$ cat config.mk
export PLATFORM = sky130hd
export DESIGN_NAME = ps2_scancode_parser
export DESIGN_NICKNAME = d
export VERILOG_FILES = /design/src/rtl/ps2_scancode_parser.sv
export SDC_FILE = /design/constraint.sdc
export NUM_CORES = 1
export LEC_CHECK = 0
export BUFFER_PORTS_ARGS = -buffer_cell sky130_fd_sc_hd__buf_2
export CORE_MARGIN = 2
export CORE_UTILIZATION = 53
export DETAILED_ROUTE_END_ITERATION = 6
export GPL_TIMING_DRIVEN = 0
export PLACE_DENSITY = 0.82
export SYNTH_ARGS = -nofsm -noshare
export SYNTH_HDL_FRONTEND = slang
export SYNTH_SLANG_ARGS = --single-unit
$ cat constraint.sdc
create_clock -name clk -period 1.9 [get_ports clk]
set_clock_uncertainty 0.05 [all_clocks]
set_input_delay 0.38 -clock clk [delete_from_list [all_inputs] [get_ports clk]]
set_output_delay 0.38 -clock clk [all_outputs]
set_load 0.01 [all_outputs]
$ cat src/rtl/ps2_scancode_parser.sv
// PS/2 set-2 scan-code parser: folds E0/F0/E1 prefixed byte sequences into
// single key events (keyCode + make/brakee strobe), flagging broken sequences.
module ps2_scancode_parser #(
  parameter logic [23:0] TIMEOUT_CYCLES = 24'd2_500_000,
  parameter logic [8:0]  PAUSE_CODE     = 9'h1E1
) (
  input  logic       clk,
  input  logic       resetN,
  input  logic [7:0] din,
  input  logic       dinNew,
  output logic [8:0] keyCode,
  output logic       make,
  output logic       brakee,
  output logic       seqError
);

  localparam logic [7:0] B_EXT   = 8'hE0;
  localparam logic [7:0] B_BRK   = 8'hF0;
  localparam logic [7:0] B_PAUSE = 8'hE1;
  localparam logic [2:0] PAUSE_SKIP = 3'd7;

  typedef enum logic [2:0] {IDLE, EXT, BRK, EXT_BRK, PAUSE} state_t;

  typedef struct packed {
    logic       make;
    logic       brk;
    logic       err;
    logic       load;
    logic [8:0] code;
  } event_t;

  state_t      state, nextState;
  logic [2:0]  skipCnt, skipNext;
  logic [23:0] idleCnt;
  logic        timeout;
  event_t      ev;

  function automatic logic isHousekeeping(input logic [7:0] b);
    return (b == 8'hFA) || (b == 8'hAA) || (b == 8'hEE) ||
           (b == 8'hFE) || (b == 8'h00) || (b == 8'hFF);
  endfunction

  // A pending byte always beats an expiring timeout in the same cycle.
  assign timeout = (state != IDLE) && !dinNew &&
                   (idleCnt == TIMEOUT_CYCLES - 24'd1);

  always_ff @(posedge clk or negedge resetN) begin
    if (!resetN) begin
      state   <= IDLE;
      skipCnt <= '0;
    end else begin
      state   <= nextState;
      skipCnt <= skipNext;
    end
  end

  always_ff @(posedge clk or negedge resetN) begin
    if (!resetN)
      idleCnt <= '0;
    else if (dinNew || timeout || state == IDLE)
      idleCnt <= '0;
    else if (idleCnt != '1)
      idleCnt <= idleCnt + 24'd1;
  end

  always_comb begin
    nextState = state;
    skipNext  = skipCnt;
    if (dinNew) begin
      unique case (state)
        IDLE: begin
          if (din == B_EXT)        nextState = EXT;
          else if (din == B_BRK)   nextState = BRK;
          else if (din == B_PAUSE) begin
            nextState = PAUSE;
            skipNext  = PAUSE_SKIP;
          end
        end
        EXT: begin
          if (din == B_BRK)        nextState = EXT_BRK;
          else if (din == B_PAUSE) begin
            nextState = PAUSE;
            skipNext  = PAUSE_SKIP;
          end else if (din != B_EXT) nextState = IDLE;
        end
        BRK: begin
          if (din == B_EXT)        nextState = EXT;
          else if (din != B_BRK)   nextState = IDLE;
        end
        EXT_BRK: nextState = IDLE;
        PAUSE: begin
          skipNext = skipCnt - 3'd1;
          if (skipCnt == 3'd1) nextState = IDLE;
        end
        default: nextState = IDLE;
      endcase
    end else if (timeout) begin
      nextState = IDLE;
    end
  end

  // Next values of the registered event outputs.
  always_comb begin
    ev = '0;
    if (dinNew) begin
      unique case (state)
        IDLE: begin
          if (din != B_EXT && din != B_BRK && din != B_PAUSE &&
              !isHousekeeping(din)) begin
            ev.make = 1'b1;
            ev.load = 1'b1;
            ev.code = {1'b0, din};
          end
        end
        EXT: begin
          if (din == B_PAUSE) ev.err = 1'b1;
          else if (din != B_BRK && din != B_EXT) begin
            ev.make = 1'b1;
            ev.load = 1'b1;
            ev.code = {1'b1, din};
          end
        end
        BRK: begin
          if (din == B_EXT) ev.err = 1'b1;
          else if (din != B_BRK) begin
            ev.brk  = 1'b1;
            ev.load = 1'b1;
            ev.code = {1'b0, din};
          end
        end
        EXT_BRK: begin
          if (din == B_EXT || din == B_BRK) ev.err = 1'b1;
          else begin
            ev.brk  = 1'b1;
            ev.load = 1'b1;
            ev.code = {1'b1, din};
          end
        end
        PAUSE: begin
          if (skipCnt == 3'd1) begin
            ev.make = 1'b1;
            ev.load = 1'b1;
            ev.code = PAUSE_CODE;
          end
        end
        default: ev = '0;
      endcase
    end else if (timeout) begin
      ev.err = 1'b1;
    end
  end

  always_ff @(posedge clk or negedge resetN) begin
    if (!resetN) begin
      keyCode  <= '0;
      make     <= 1'b0;
      brakee   <= 1'b0;
      seqError <= 1'b0;
    end else begin
      make     <= ev.make;
      brakee   <= ev.brk;
      seqError <= ev.err;
      if (ev.load) keyCode <= ev.code;
    end
  end

endmodule

-- Word-level counts from Yosys, hierarchy flattened
Index checks and enable logic that the tools add are counted.
W data, S select, Z words.
- register bits: 42
- input port bits: 11
- output and inout port bits: 12
- word-level logic and storage cells: 98
- $add $sub $neg: 2
- eq/ne operators: 23
- muxes and demuxes: 43
- reduce and logical (&&, ||, !) cells: 23
- operators with widths (kind ; count):
    $mux W10 ; 8
    $eq A8 B8 Y1 const B ; 8
    $pmux W10 S5 ; 1
    $mux W24 ; 2
    $mux W3 ; 14
    $add A24 B1 Y24 const B ; 1
    $eq A24 B22 Y1 const B ; 1
    $ne A24 B24 Y1 const B ; 1
    $ne A8 B8 Y1 const B ; 3
    $mux W1 ; 12
    $pmux W3 S4 ; 1
    $pmux W3 S3 ; 1
    $logic_not A8 Y1 ; 1
    $logic_or A1 B1 Y1 ; 8
    $eq A3 B1 Y1 const B ; 2
    $eq A3 B2 Y1 const B ; 2
    $pmux W1 S3 ; 2
    $reduce_bool A3 Y1 ; 2
    $logic_and A1 B1 Y1 ; 5
    $ne A5 B2 Y1 const B ; 1
    $ne A5 B5 Y1 const B ; 1
    $reduce_and A5 Y1 ; 1
    $ne A4 B4 Y1 const B ; 1
    $reduce_bool A2 Y1 ; 2
    9 further kinds ; 10

-- Longest topological paths before layout
- word-level depth: 11
- mapped depth: 8
- gate-level depth less buffers: 7

-- Worst setup path after synthesis
OpenSTA, ideal clock, no wires.
- path kind: input to register
- from: input port din[0]
- to: register keyCode[0]
- setup time: 0.125 ns
- arrival time: 1.898 ns
- required time: 1.725 ns
- slack: -0.173 ns
- stages: 7
- path buffers: 2
- path through: buf_2 -> a211o_1 -> o21a_1 -> o211a_4 -> o311a_1 -> buf_6 -> mux2_4
- longest elaborated chain between the ends: 11
- elaborated cells between the ends (all ways): 30
- those cells by class: eq/ne: 11; mux: 8; reduce/logical: 11
- RTL lines (what ; line ; RTL):
    start, declared ; 9 ; input logic [7:0] din,
    $eq A8 B8 Y1 ; 39 ; return (b == 8'hFA) || (b == 8'hAA) || (b == 8'hEE) ||
    $logic_or A1 B1 Y1 (3 in series) ; 39 ;
    $logic_or A1 B1 Y1 (2 in series) ; 40 ; (b == 8'hFE) || (b == 8'h00) || (b == 8'hFF);
    $logic_not A1 Y1 ; 109 ; !isHousekeeping(din)) begin
    $logic_and A1 B1 Y1 ; 108 ; if (din != B_EXT && din != B_BRK && din != B_PAUSE &&
    $mux W10 ; 108 ;
    $pmux W10 S5 * ; 106 ; unique case (state)
    $mux W10 * ; 105 ; if (dinNew) begin
    end signal, assigned ; 163 ; if (ev.load) keyCode <= ev.code;
    end, declared ; 11 ; output logic [8:0] keyCode,
Every way passes the cells marked *; elsewhere a longest branch is shown, timed or not.
A chain may end at the register's enable or synchronous reset.

-- Worst setup path in the final report
- from: register idleCnt[20]
- to: register state[0]
- longest elaborated chain between the ends: 4
- RTL lines (what ; line ; RTL):
    start, declared ; 34 ; logic [23:0] idleCnt;
    start signal, assigned ; 63 ; idleCnt <= idleCnt + 24'd1;
    $eq A24 B22 Y1 ; 45 ; (idleCnt == TIMEOUT_CYCLES - 24'd1);
    $logic_and A1 B1 Y1 ; 44 ; assign timeout = (state != IDLE) && !dinNew &&
    $reduce_bool A2 Y1 (no line) ; - ;
    $reduce_and A5 Y1 (no line) ; - ;
    end signal, assigned ; 52 ; state <= nextState;
    end, declared ; 32 ; state_t state, nextState;
Every way passes these cells.

==> impl_metrics.tcl <==
set metrics [dict create \
    synth_area_leaders "dfrtp_1 (43%), xor2_1 (6.0%), nor2_1 (5.0%), o21ai_0 (2.8%), mux2_4 (2.4%)" \
    die_x_um 72.2 \
    num-nets-final 327 \
    leakage_uw 0.00136 \
    dr.pass1.iters 4 \
    cp.required_ns 2.04 \
    crit_type "reg2reg" \
    startpoint_type "flip-flop" \
    setup_slack_ns -0.151 \
    port_buffers 21 \
    comb_power_share 0.353 \
    wl_per_cell_um 16.4 \
    cpPeakStageDelay_ns 0.52 \
    drc_errors 0 \
    synth_cell_type_count 52 \
    first_global_vias 2110 \
    p_seq_frac 0.398 \
    finalSetupViolCount 28 \
    netlist_top_cells_count "dfrtp_1 (42), nor2_1 (33), xor2_1 (17), o21ai_0 (14)" \
    path_clk_slew_ns 0.08 \
    cp.depth 5 \
    die_height_um 72.2 \
    cts_made_buffers 5 \
    initial_core_util 0.558 \
    root_buffer "clkbuf_8" \
    clk_path_buf_depth 2 \
    crit_family "simple AND/OR/NAND/NOR gates" \
    placementRows 24 \
    dp_hpwl_mm 3.78 \
    r2r_slack_ns -0.15 \
    p_sw_uw 953 \
    antenna_cells 0 \
    internal-power_uw 1900 \
    path_buf_inv 0 \
    crit_top_cell "o31a_1" \
    max_cap_viol_count 0 \
    pin_count 23 \
    critPathMaxFanout 3 \
    post-synth-top-count-cell "dfrtp_1" \
    yosys_register_bits 42 \
    hold_slack_ns 0.155 \
    coreArea_mm2 0.00441 \
    seq_area_frac_synth 0.427 \
    vias 2238 \
    ff_latch_area_mm2 0.00106 \
    synthCells 263 \
    insertion_delay_ns 0.30 \
    gp_congestion 0.898 \
    power_density_mw_per_mm2 925 \
    maxSlewViolCount 0 \
    antenna_found_initial 0 \
    timing.rr.start "idleCnt[20]$_DFFE_PN0P_" \
    grt_overflow_total 0 \
    max_freq_mhz 488 \
    drive_above_1_share 0.309 \
    die_area_mm2 0.00521 \
    status "finished, violations left" \
    syn_avg_cell_area_um2 9.36 \
    violations "negative setup slack" \
    multiInputGateArea_mm2 0.00143 \
    hold_buffers 0 \
    synth_edf_count 0 \
    period_share 1.08 \
    swShare 0.334 \
    ant_nets 0 \
    fin_crit_ns 2.05 \
    rsz0062_at_grt "true" \
    async_flop_share 1.00 \
    yosys_warnings 0 \
    ir_worst_vdd_mv 0.456 \
    drtIter0Drc 237 \
    syn_area_mm2 0.00246 \
    crit_path_cell_trace "nor4bb_4, nand4_1, or4_4, o31a_1, o31a_1" \
    cts.htree.levels 2 \
    cts_tree "built" \
    critPathCaptureType "flip-flop" \
    p_clk_frac 0.249 \
    ys.flop_type "dfrtp_1" \
    syn_nets 277 \
    areaGrowthSynthToFinish_pct 25.1 \
    r2r_cells 5 \
    yosysTopAreaCell "dfrtp_1" \
    worst_pin_slew_ns 0.911 \
    clock_sinks 42 \
    power.total_uw 2850 \
    r2r-end "state[0]$_DFFE_PN0P_" \
    synth_top_area_frac 0.427 \
    finalHoldViolCount 0 \
    routed_via_density 6.11 \
    grt_pass1_wl_mm 10.0 \
    wl_mm 6.02 \
    critPathArrivalTime_ns 2.19 \
    nFillCells 309 \
    grt_max_degree 43 \
    slowest_stage "or4_4" \
    relSlewSlack 0.393 \
    hp-class "in2async" \
    grt_use_total 0.246 \
]
==> cells by family after synthesis <==
kind of cell | after synthesis | synth area share
AOI/OAI and AO/OA | 54 | 0.154
xor gates and xnor gates | 18 | 0.0640
adders and majority gates | 4 | 0.0198
buffers and inverters | 25 | 0.0432
DFF | 42 | 0.427
muxes | 10 | 0.0498
and+or+nand+nor | 110 | 0.242
==> registers in the layout, summed over array words and instances (netlist names) <==
signal,cells
state,3
brakee,1
seqError,1
skipCnt,3
idleCnt,24
keyCode,9
make,1
==> per-layer routing <==
| layer | vias to the layer above | routed length (um) | share of wire | track usage |
|---|---|---|---|---|
| met5 | - | 0 | 0 | 0 |
| met4 | 0 | 163 | 0.027 | 0.101 |
| met3 | 17 | 345 | 0.057 | 0.0542 |
| met2 | 88 | 2760 | 0.46 | 0.381 |
| met1 | 1065 | 2740 | 0.46 | 0.336 |
| li1 | 1068 | - | - | - |
==> how the worst max path moves through the flow <==
stage	startpoint	to	slack [ns]
final	idleCnt[20]$_DFFE_PN0P_	state[0]$_DFFE_PN0P_	-0.15
after global routing	idleCnt[11]$_DFFE_PN0P_	state[0]$_DFFE_PN0P_	-0.20
after CTS	idleCnt[0]$_DFFE_PN0P_	state[0]$_DFFE_PN0P_	-0.12
after detailed placement	din[2]	state[2]$_DFFE_PN0P_	-0.33
after global placement	din[1]	state[2]$_DFFE_PN0P_	-0.28
after floorplan	idleCnt[0]$_DFFE_PN0P_	state[0]$_DFFE_PN0P_	-0.08
==> power groups by stage <==
stage / Clock (uW) / Combinational (uW) / Sequential [uW]
floorplan: 0 / 585 / 1180
detailed placement: 0 / 889 / 1150
CTS: 713 / 973 / 1120
global placement: 0 / 865 / 1140
global route: 754 / 1120 / 1150
finish: 710 / 1010 / 1130
==> cell type report <==
type                       count  share of cell area
clock inverter                 3              0.0130
clock buffer                   5              0.0223
sequential                    42               0.345
multi-input combinational    196               0.464
inverter                      13              0.0158
buffer                        10              0.0256
tap                           52              0.0211
timing repair buffer          45              0.0939
==> what timing repair did <==
action,CTS,global route
endpoints found under the setup margin,31,36
buffers inserted,17,9
resized for setup,20,20
pin swaps,8,4
==> placed cells by master (no fill, tap or decap), types with 2 or more instances in the layout <==
master / instances
o2111ai_1: 3
a21oi_2: 3
mux2i_1: 4
and2_1: 3
inv_1: 12
or2_2: 2
mux2_4: 4
o21ai_0: 14
clkbuf_8: 5
nor2b_1: 4
nand3_1: 7
and4b_1: 2
ha_1: 2
and4_1: 5
a211oi_1: 2
or3_1: 3
buf_4: 23
clkbuf_1: 2
o211ai_1: 7
nand4b_1: 2
o31a_1: 2
mux2_2: 2
dfrtp_2: 8
nand2_1: 11
a21o_1: 2
a21oi_1: 5
nand4_1: 9
buf_2: 23
xor2_1: 17
nand2b_1: 5
nor3_1: 3
dfrtp_1: 34
buf_6: 4
nor4_1: 3
a31oi_1: 3
nor2_1: 33
clkinv_2: 2
and3_1: 5
==> metrics by stage <==
| step | cells | TNS (ns) | area [um^2] | worst slack, ns | util |
|---|---|---|---|---|---|
| final | 366 | -2.41 | 3080 | -0.151 | 0.698 |
| after global routing | 366 | -4.77 | 3080 | -0.203 | 0.698 |
| after CTS | 361 | -1.50 | 2980 | -0.121 | 0.674 |
| after detailed placement | 336 | -9.62 | 2660 | -0.330 | 0.602 |
| after global placement | 336 | -7.47 | 2660 | -0.285 | 0.602 |
| after floorplan | 263 | -1.27 | 2490 | -0.0787 | - |
(Power assumes the default switching activity.)
